`config.mk`:
```
export PLATFORM = sky130hd
export DESIGN_NAME = vga_window_compositor
export DESIGN_NICKNAME = d
export VERILOG_FILES = /design/src/rtl/vga_window_compositor.sv
export SDC_FILE = /design/constraint.sdc
export NUM_CORES = 1
export LEC_CHECK = 0
export CAP_MARGIN = 20
export CORE_MARGIN = 2
export CORE_UTILIZATION = 47
export DETAILED_ROUTE_END_ITERATION = 10
export PLACE_DENSITY = 0.78
export SETUP_SLACK_MARGIN = 0.1
export SLEW_MARGIN = 20
export SYNTH_ARGS = -nofsm -noshare
export SYNTH_HDL_FRONTEND = slang
export SYNTH_SLANG_ARGS = --single-unit
export TNS_END_PERCENT = 5
```
`constraint.sdc`:
```
create_clock -name iCLK -period 5.42 [get_ports iCLK]
set_clock_uncertainty 0.1 [all_clocks]
set_input_delay 1.626 -clock iCLK [delete_from_list [all_inputs] [get_ports iCLK]]
set_output_delay 1.626 -clock iCLK [all_outputs]
set_load 0.01 [all_outputs]
```
`src/rtl/vga_window_compositor.sv`:
```
// N-window compositor: shadowed per-frame window geometry, FIFO read strobes in the pixel
// cycle, and data/syncs realigned READ_LAT+1 cycles later. Optional macro: WINDOW_BORDER_EN.
module vga_window_compositor #(
    parameter int NUM_CH   = 4,
    parameter int CW       = 11,
    parameter int PIX_W    = 16,
    parameter int COLOR_W  = 10,
    parameter int READ_LAT = 1
) (
    input  logic                  iCLK,
    input  logic                  iRST,
    input  logic                  iFRAME_START,
    input  logic [CW-1:0]         iX_ADDR,
    input  logic [CW-1:0]         iY_ADDR,
    input  logic                  iDE,
    input  logic                  iHS,
    input  logic                  iVS,
    input  logic [NUM_CH-1:0]     iWIN_EN,
    input  logic [NUM_CH*CW-1:0]  iWIN_X0,
    input  logic [NUM_CH*CW-1:0]  iWIN_Y0,
    input  logic [NUM_CH*CW-1:0]  iWIN_W,
    input  logic [NUM_CH*CW-1:0]  iWIN_H,
    input  logic [3*COLOR_W-1:0]  iBG_COLOR,
    input  logic [NUM_CH*PIX_W-1:0] iRD_DATA,
    input  logic [NUM_CH-1:0]     iRD_EMPTY,
    input  logic                  iERR_CLR,
    output logic [NUM_CH-1:0]     oRead,
    output logic [COLOR_W-1:0]    oRed,
    output logic [COLOR_W-1:0]    oGreen,
    output logic [COLOR_W-1:0]    oBlue,
    output logic                  oDE,
    output logic                  oHS,
    output logic                  oVS,
    output logic [NUM_CH-1:0]     oUNDERFLOW
);

    localparam int IDX_W = (NUM_CH > 1) ? $clog2(NUM_CH) : 1;

    logic [NUM_CH-1:0] hit;
`ifdef WINDOW_BORDER_EN
    logic [NUM_CH-1:0] border;
`endif

    genvar gi;
    generate
        for (gi = 0; gi < NUM_CH; gi++) begin : g_ch
            logic          en_reg;
            logic [CW-1:0] x0_reg, y0_reg, w_reg, h_reg;
            logic [CW:0]   x_end, y_end;

            always_ff @(posedge iCLK) begin
                if (iRST) begin
                    en_reg <= 1'b0;
                    x0_reg <= '0;
                    y0_reg <= '0;
                    w_reg  <= '0;
                    h_reg  <= '0;
                end else if (iFRAME_START) begin
                    en_reg <= iWIN_EN[gi];
                    x0_reg <= iWIN_X0[gi*CW +: CW];
                    y0_reg <= iWIN_Y0[gi*CW +: CW];
                    w_reg  <= iWIN_W[gi*CW +: CW];
                    h_reg  <= iWIN_H[gi*CW +: CW];
                end
            end

            // One extra bit keeps x0+w from wrapping at the coordinate limit
            assign x_end = {1'b0, x0_reg} + {1'b0, w_reg};
            assign y_end = {1'b0, y0_reg} + {1'b0, h_reg};

            assign hit[gi] = !iRST && iDE && en_reg
                           && (iX_ADDR >= x0_reg) && ({1'b0, iX_ADDR} < x_end)
                           && (iY_ADDR >= y0_reg) && ({1'b0, iY_ADDR} < y_end);

`ifdef WINDOW_BORDER_EN
            assign border[gi] = (iX_ADDR == x0_reg) || ({1'b0, iX_ADDR} == x_end - (CW+1)'(1))
                             || (iY_ADDR == y0_reg) || ({1'b0, iY_ADDR} == y_end - (CW+1)'(1));
`endif
        end
    endgenerate

    // Occluded windows still read so every FIFO drains exactly w*h words per frame
    assign oRead = hit;

    logic             win_vld;
    logic [IDX_W-1:0] win_idx;
`ifdef WINDOW_BORDER_EN
    logic             win_brd;
`endif

    always_comb begin
        win_vld = 1'b0;
        win_idx = '0;
`ifdef WINDOW_BORDER_EN
        win_brd = 1'b0;
`endif
        for (int k = NUM_CH - 1; k >= 0; k--) begin
            if (hit[k]) begin
                win_vld = 1'b1;
                win_idx = IDX_W'(k);
`ifdef WINDOW_BORDER_EN
                win_brd = border[k];
`endif
            end
        end
    end

    logic [IDX_W-1:0]  idx_pipe [READ_LAT];
    logic [NUM_CH-1:0] uf_pipe  [READ_LAT];
    logic [READ_LAT-1:0] vld_pipe, de_pipe, hs_pipe, vs_pipe;
`ifdef WINDOW_BORDER_EN
    logic [READ_LAT-1:0] brd_pipe;
`endif

    always_ff @(posedge iCLK) begin
        if (iRST) begin
            for (int s = 0; s < READ_LAT; s++) begin
                idx_pipe[s] <= '0;
                uf_pipe[s]  <= '0;
            end
            vld_pipe <= '0;
            de_pipe  <= '0;
            hs_pipe  <= '0;
            vs_pipe  <= '0;
`ifdef WINDOW_BORDER_EN
            brd_pipe <= '0;
`endif
        end else begin
            for (int s = READ_LAT - 1; s > 0; s--) begin
                idx_pipe[s] <= idx_pipe[s-1];
                uf_pipe[s]  <= uf_pipe[s-1];
                vld_pipe[s] <= vld_pipe[s-1];
                de_pipe[s]  <= de_pipe[s-1];
                hs_pipe[s]  <= hs_pipe[s-1];
                vs_pipe[s]  <= vs_pipe[s-1];
`ifdef WINDOW_BORDER_EN
                brd_pipe[s] <= brd_pipe[s-1];
`endif
            end
            idx_pipe[0] <= win_idx;
            uf_pipe[0]  <= hit & iRD_EMPTY;
            vld_pipe[0] <= win_vld;
            de_pipe[0]  <= iDE;
            hs_pipe[0]  <= iHS;
            vs_pipe[0]  <= iVS;
`ifdef WINDOW_BORDER_EN
            brd_pipe[0] <= win_brd;
`endif
        end
    end

    logic [IDX_W-1:0] tap_idx;
    logic [PIX_W-1:0] tap_data;
    logic             tap_uf;
    logic [COLOR_W-1:0] red_next, green_next, blue_next;

    assign tap_idx = idx_pipe[READ_LAT-1];
    assign tap_uf  = uf_pipe[READ_LAT-1][tap_idx];

    always_comb begin
        tap_data = '0;
        for (int k = 0; k < NUM_CH; k++) begin
            if (tap_idx == IDX_W'(k)) tap_data = iRD_DATA[k*PIX_W +: PIX_W];
        end
    end

    // RGB565 stored R in the low bits; components are MSB-aligned and zero-filled
    always_comb begin
        red_next   = '0;
        green_next = '0;
        blue_next  = '0;
        if (de_pipe[READ_LAT-1]) begin
            if (!vld_pipe[READ_LAT-1] || tap_uf) begin
                red_next   = iBG_COLOR[3*COLOR_W-1 -: COLOR_W];
                green_next = iBG_COLOR[2*COLOR_W-1 -: COLOR_W];
                blue_next  = iBG_COLOR[COLOR_W-1:0];
`ifdef WINDOW_BORDER_EN
            end else if (brd_pipe[READ_LAT-1]) begin
                red_next   = '1;
                green_next = '1;
                blue_next  = '1;
`endif
            end else begin
                red_next   = COLOR_W'(tap_data[4:0])   << (COLOR_W - 5);
                green_next = COLOR_W'(tap_data[10:5])  << (COLOR_W - 6);
                blue_next  = COLOR_W'(tap_data[15:11]) << (COLOR_W - 5);
            end
        end
    end

    always_ff @(posedge iCLK) begin
        if (iRST) begin
            oRed       <= '0;
            oGreen     <= '0;
            oBlue      <= '0;
            oDE        <= 1'b0;
            oHS        <= 1'b0;
            oVS        <= 1'b0;
            oUNDERFLOW <= '0;
        end else begin
            oRed       <= red_next;
            oGreen     <= green_next;
            oBlue      <= blue_next;
            oDE        <= de_pipe[READ_LAT-1];
            oHS        <= hs_pipe[READ_LAT-1];
            oVS        <= vs_pipe[READ_LAT-1];
            // A fresh underflow outranks a simultaneous clear
            oUNDERFLOW <= (oUNDERFLOW & ~{NUM_CH{iERR_CLR}}) | (hit & iRD_EMPTY);
        end
    end

endmodule

```
==> run summary <==
CRITICAL PATH
------------------------------------------------------------------------------------
Endpoint kind of the worst setup timing path                            primary output
Longest individual stage delay on the worst path                             0.53 ns
Required time at the endpoint of the critical path                           3.69 ns
Data arrival at the endpoint of the critical path                            4.29 ns
Cell seen most often among critical-path stages                         sky130_fd_sc_hd__buf_4
Critical Path Source Type                                                  flip-flop
Startpoint of the most critical register-to-register path               g_ch[3].x0_reg[0]$_SDFFE_PP0P_
Category of the critical setup timing path                              flip-flop to primary output
Cell-by-cell listing of the critical path                               ha_1 -> inv_1 -> fa_1 -> nor2b_1 -> o21ai_1 -> nand2_1 -> a21oi_2 -> o21ai_2 -> a31o_4 -> buf_4 -> nand3_1 -> nor3b_2 -> ha_2 -> or4_4 -> a211oi_2 -> buf_4 -> o21a_1 -> nand3_1 -> buf_4 -> inv_2 -> clkdlybuf4s15_2
Max stage delay cell, worst path                                        sky130_fd_sc_hd__or4_4
Path depth of the worst reg2reg path                                              18
Maximum fanout along the worst path                                                3
Critical register-to-register path endpoint                             vld_pipe$_SDFF_PP0_
Reg2reg setup slack                                                          1.30 ns

DIE
------------------------------------------------------------------------------------
Number of rows created at floorplan                                               66
Initial standard-cell utilization of the core                                  0.475
Standard cell core area                                                  32400 sq um
Number of top-level pins                                                         348
Horizontal die dimension                                                      185 um
Floorplan die height                                                          185 um
Die Footprint                                                            34200 sq um

CELLS AND AREA
------------------------------------------------------------------------------------
Cell area after layout                                                   22300 sq um
Layout cell share with drive strength beyond 1                                 0.169
Number of nets at the end of the flow                                           2803
Number of inserted filler cells in the final layout                             2475
Storage element area                                                      4560 sq um
Combined area of the multi-input logic cells                             10500 sq um
Number of cells in the finished layout apart from fillers                       2696
Area growth from synthesis to final layout                                     45.1%

OUTCOME
------------------------------------------------------------------------------------
Status                                                                  complete, but fails checks
Violated checks                                                         setup timing

STA
------------------------------------------------------------------------------------
Number of failing setup endpoints in the final timing report                       4
Unrepaired setup endpoints after global routing                                  yes
Post-layout worst setup margin                                             -0.596 ns
Slew Viols, Final                                                                  0
Slew at the pin closest to its max-slew limit                               0.910 ns
Number of hold violations in the final report                                      0
Achievable frequency                                                         166 MHz
Part of the cycle the worst path needs                                          1.11
Worst max-slew margin expressed relative to the limit                          0.393
Crit path time final                                                         6.02 ns
Setup tns final                                                             -2.23 ns

CLOCKING
------------------------------------------------------------------------------------
Maximum level of the CTS H-tree                                                    1
CTS sink cnt                                                                     227
Number of buffers created by CTS                                                  26
Insertion delay to the later sink of the worst-skew pair                     0.56 ns
TritonCTS clock tree                                                           built
Clk root buf                                                            sky130_fd_sc_hd__clkbuf_16
Clk slew on worst S/H paths                                                  0.06 ns
Worst-case clock buffer depth                                                      3

GLOBAL ROUTING
------------------------------------------------------------------------------------
Pin count of the biggest net entering global routing                              79
First-pass GRT wire length                                                  75900 um
Number of antenna violations at the first check in global routing                  4
Global routing usage summed across all routing layers                          0.281
Residual overflow from global routing                                              0
Number of global-route vias before repair                                      14444

DETAILED ROUTING
------------------------------------------------------------------------------------
Post-detailed-route wirelength per cell                                      18.3 um
Count of vias placed by the detailed router                                    14308
Vias per std cell                                                               5.31
DR DRC count                                                                       0
Drt pass-1 iters                                                                   5
ANT nets after route                                                               0
Total Routed Length                                                         49300 um
Number of DRC violations after detailed-routing iteration 0                      687

LOGIC SYNTHESIS
------------------------------------------------------------------------------------
Top cell types by occurrence after synthesis                            sky130_fd_sc_hd__ha_1 (256), sky130_fd_sc_hd__dfxtp_1 (227), sky130_fd_sc_hd__nor2_1 (226)
Cells taking the most area after synthesis                              sky130_fd_sc_hd__dfxtp_1 (30%), sky130_fd_sc_hd__ha_1 (21%), sky130_fd_sc_hd__mux2i_1 (13%)
Per-instance average area after synthesis                                 9.22 sq um
EDFF count, synth                                                                  0
Cell with the most instances after synthesis                            sky130_fd_sc_hd__ha_1
Count of distinct cell types in the synthesized netlist                           62
Register area share after synthesis                                            0.296
Number of flip-flops and latches in the synthesized netlist                      227
Proportion of synthesized flip-flops having asynchronous set or reset              0
Post-Synthesis Cell Area                                                 15400 sq um
Most used flip-flop cell after synthesis                                sky130_fd_sc_hd__dfxtp_1
Cell type with the largest total area after synthesis                   sky130_fd_sc_hd__dfxtp_1
Share of Yosys cell area claimed by the top area cell type                     0.296
Cells after synthesis                                                           1668
Post-synthesis net count                                                        2239
Number of warnings printed during yosys synthesis                                  0

PLACED DESIGN
------------------------------------------------------------------------------------
Number of buffers added on ports                                                 347
Number of placed cells counting well taps                                       2639
Worst setup slack before clock tree synthesis                               -1.01 ns
Hpwl dp                                                                     38800 um
Area of placed instances                                                 21000 sq um
Final Wtd Congestion                                                           0.887

POWER AND IR DROP
------------------------------------------------------------------------------------
Max rail drop VDD                                                           0.247 mV
Static leakage                                                               10.4 nW
Power density over the cells                                             230 nW/um^2

MIN PATH
------------------------------------------------------------------------------------
Hold endpoint                                                           oHS$_SDFF_PP0_
Hold path cells                                                                    1
Startpoint of the tightest hold check path                              hs_pipe$_SDFF_PP0_
Min-delay worst type                                                    flip-flop to flip-flop

JOB
------------------------------------------------------------------------------------
Max-capacitance violation count                                                    0

==> per-layer routing <==
layer | vias to the layer above | share of wire | global-route usage
met4 | 4 | 0.036 | 0.101
met2 | 430 | 0.48 | 0.500
met3 | 99 | 0.062 | 0.0486
met5 | - | 0.00061 | 0
met1 | 6707 | 0.42 | 0.340
li1 | 7068 | - | -
==> cell families after synthesis <==
family                     Yosys count  share of synthesized area
xor gates and xnor gates            57                     0.0325
muxes                              215                      0.154
AOI/OAI and AO/OA                  308                      0.131
DFF                                227                      0.296
adders and majority gates          264                      0.219
and+or+nand+nor                    410                      0.122
buffers and inverters              187                     0.0457
==> worst max-delay path: cells and delay by family, from the launching register on <==
family / cells / cell delay, ns
AOI/OAI and AO/OA: 6 / 0.83
adders and majority gates: 3 / 0.72
buffers and inverters: 6 / 0.77
DFF: 1 / 0.33
and+or+nand+nor: 6 / 1.06
==> area by class of cell <==
cell class                      instances  area share
Clock buffer                           36      0.0335
Timing Repair Buffer                  587       0.237
Clock inverter                         12     0.00813
Tap cell                              442      0.0248
Inverter                              136      0.0229
Multi-Input combinational cell       1254       0.469
Antenna cell                            2    0.000224
Sequential cell                       227       0.204
==> timing repair <==
| item | 4_1_cts | 5_1_grt |
|---|---|---|
| gates resized for setup | 66 | 32 |
| setup buffers | 4 | 3 |
| hold buffers | 0 | 0 |
| pin swaps | 27 | 28 |
| endpoints found under the setup margin | 4 | 4 |
==> placed cells by master (no fill, tap or decap), types with 5 or more instances in the layout <==
| cell | synthesis | final |
|---|---|---|
| sky130_fd_sc_hd__o21ai_1 | 6 | 12 |
| sky130_fd_sc_hd__nand2b_1 | 25 | 25 |
| sky130_fd_sc_hd__xnor2_1 | 26 | 25 |
| sky130_fd_sc_hd__mux2i_1 | 197 | 197 |
| sky130_fd_sc_hd__o21a_1 | 20 | 20 |
| sky130_fd_sc_hd__clkbuf_16 | 0 | 26 |
| sky130_fd_sc_hd__inv_1 | 136 | 134 |
| sky130_fd_sc_hd__nand3_1 | 17 | 17 |
| sky130_fd_sc_hd__o211ai_1 | 12 | 12 |
| sky130_fd_sc_hd__xor2_1 | 31 | 31 |
| sky130_fd_sc_hd__a21o_1 | 39 | 39 |
| sky130_fd_sc_hd__and2_1 | 6 | 5 |
| sky130_fd_sc_hd__clkdlybuf4s50_1 | 0 | 341 |
| sky130_fd_sc_hd__a211o_1 | 7 | 7 |
| sky130_fd_sc_hd__a31oi_1 | 9 | 9 |
| sky130_fd_sc_hd__and3_1 | 18 | 18 |
| sky130_fd_sc_hd__a21oi_1 | 87 | 76 |
| sky130_fd_sc_hd__dfxtp_1 | 227 | 215 |
| sky130_fd_sc_hd__nor2_1 | 226 | 226 |
| sky130_fd_sc_hd__o21ai_0 | 60 | 49 |
| sky130_fd_sc_hd__nor2b_1 | 28 | 26 |
| sky130_fd_sc_hd__buf_4 | 0 | 238 |
| sky130_fd_sc_hd__nand4_1 | 11 | 11 |
| sky130_fd_sc_hd__o21ai_2 | 0 | 5 |
| sky130_fd_sc_hd__dfxtp_2 | 0 | 12 |
| sky130_fd_sc_hd__ha_1 | 256 | 250 |
| sky130_fd_sc_hd__a21oi_2 | 0 | 10 |
| sky130_fd_sc_hd__mux4_2 | 17 | 17 |
| sky130_fd_sc_hd__nand2_1 | 39 | 39 |
| sky130_fd_sc_hd__nor3_1 | 20 | 20 |
| sky130_fd_sc_hd__a2111oi_4 | 1 | 5 |
| sky130_fd_sc_hd__a211oi_1 | 12 | 11 |
| sky130_fd_sc_hd__clkbuf_8 | 0 | 6 |
| sky130_fd_sc_hd__o2111ai_1 | 5 | 5 |
==> metrics by stage <==
stage,power (W),utilization,hold slack (ns)
6_report,0.00513,0.689,0.342
5_1_grt,0.00538,0.689,0.364
4_1_cts,0.00514,0.684,0.347
3_5_place_dp,0.00318,0.649,0.329
3_3_place_gp,0.00315,0.649,0.343
2_1_floorplan,0.00255,-,0.314
==> where the power goes <==
group	switching, W	total [W]	internal [W]
Combinational	0.000646	0.00140	0.000757
Sequential	0.0000667	0.00183	0.00176
Clock	0.000748	0.00191	0.00116
==> worst max-delay path by stage <==
stage | start | end | slack [ns]
after floorplan | g_ch[2].x0_reg[0]$_SDFFE_PP0P_ | oRead[2] | 0.11
after CTS | g_ch[2].x0_reg[0]$_SDFFE_PP0P_ | oRead[2] | -0.72
final | g_ch[1].h_reg[0]$_SDFFE_PP0P_ | oRead[1] | -0.60
after detailed placement | iX_ADDR[10] | oRead[2] | -1.01
after global placement | iX_ADDR[10] | oRead[2] | -0.98
after global routing | g_ch[2].x0_reg[0]$_SDFFE_PP0P_ | oRead[2] | -0.83
(Power assumes the default switching activity.)
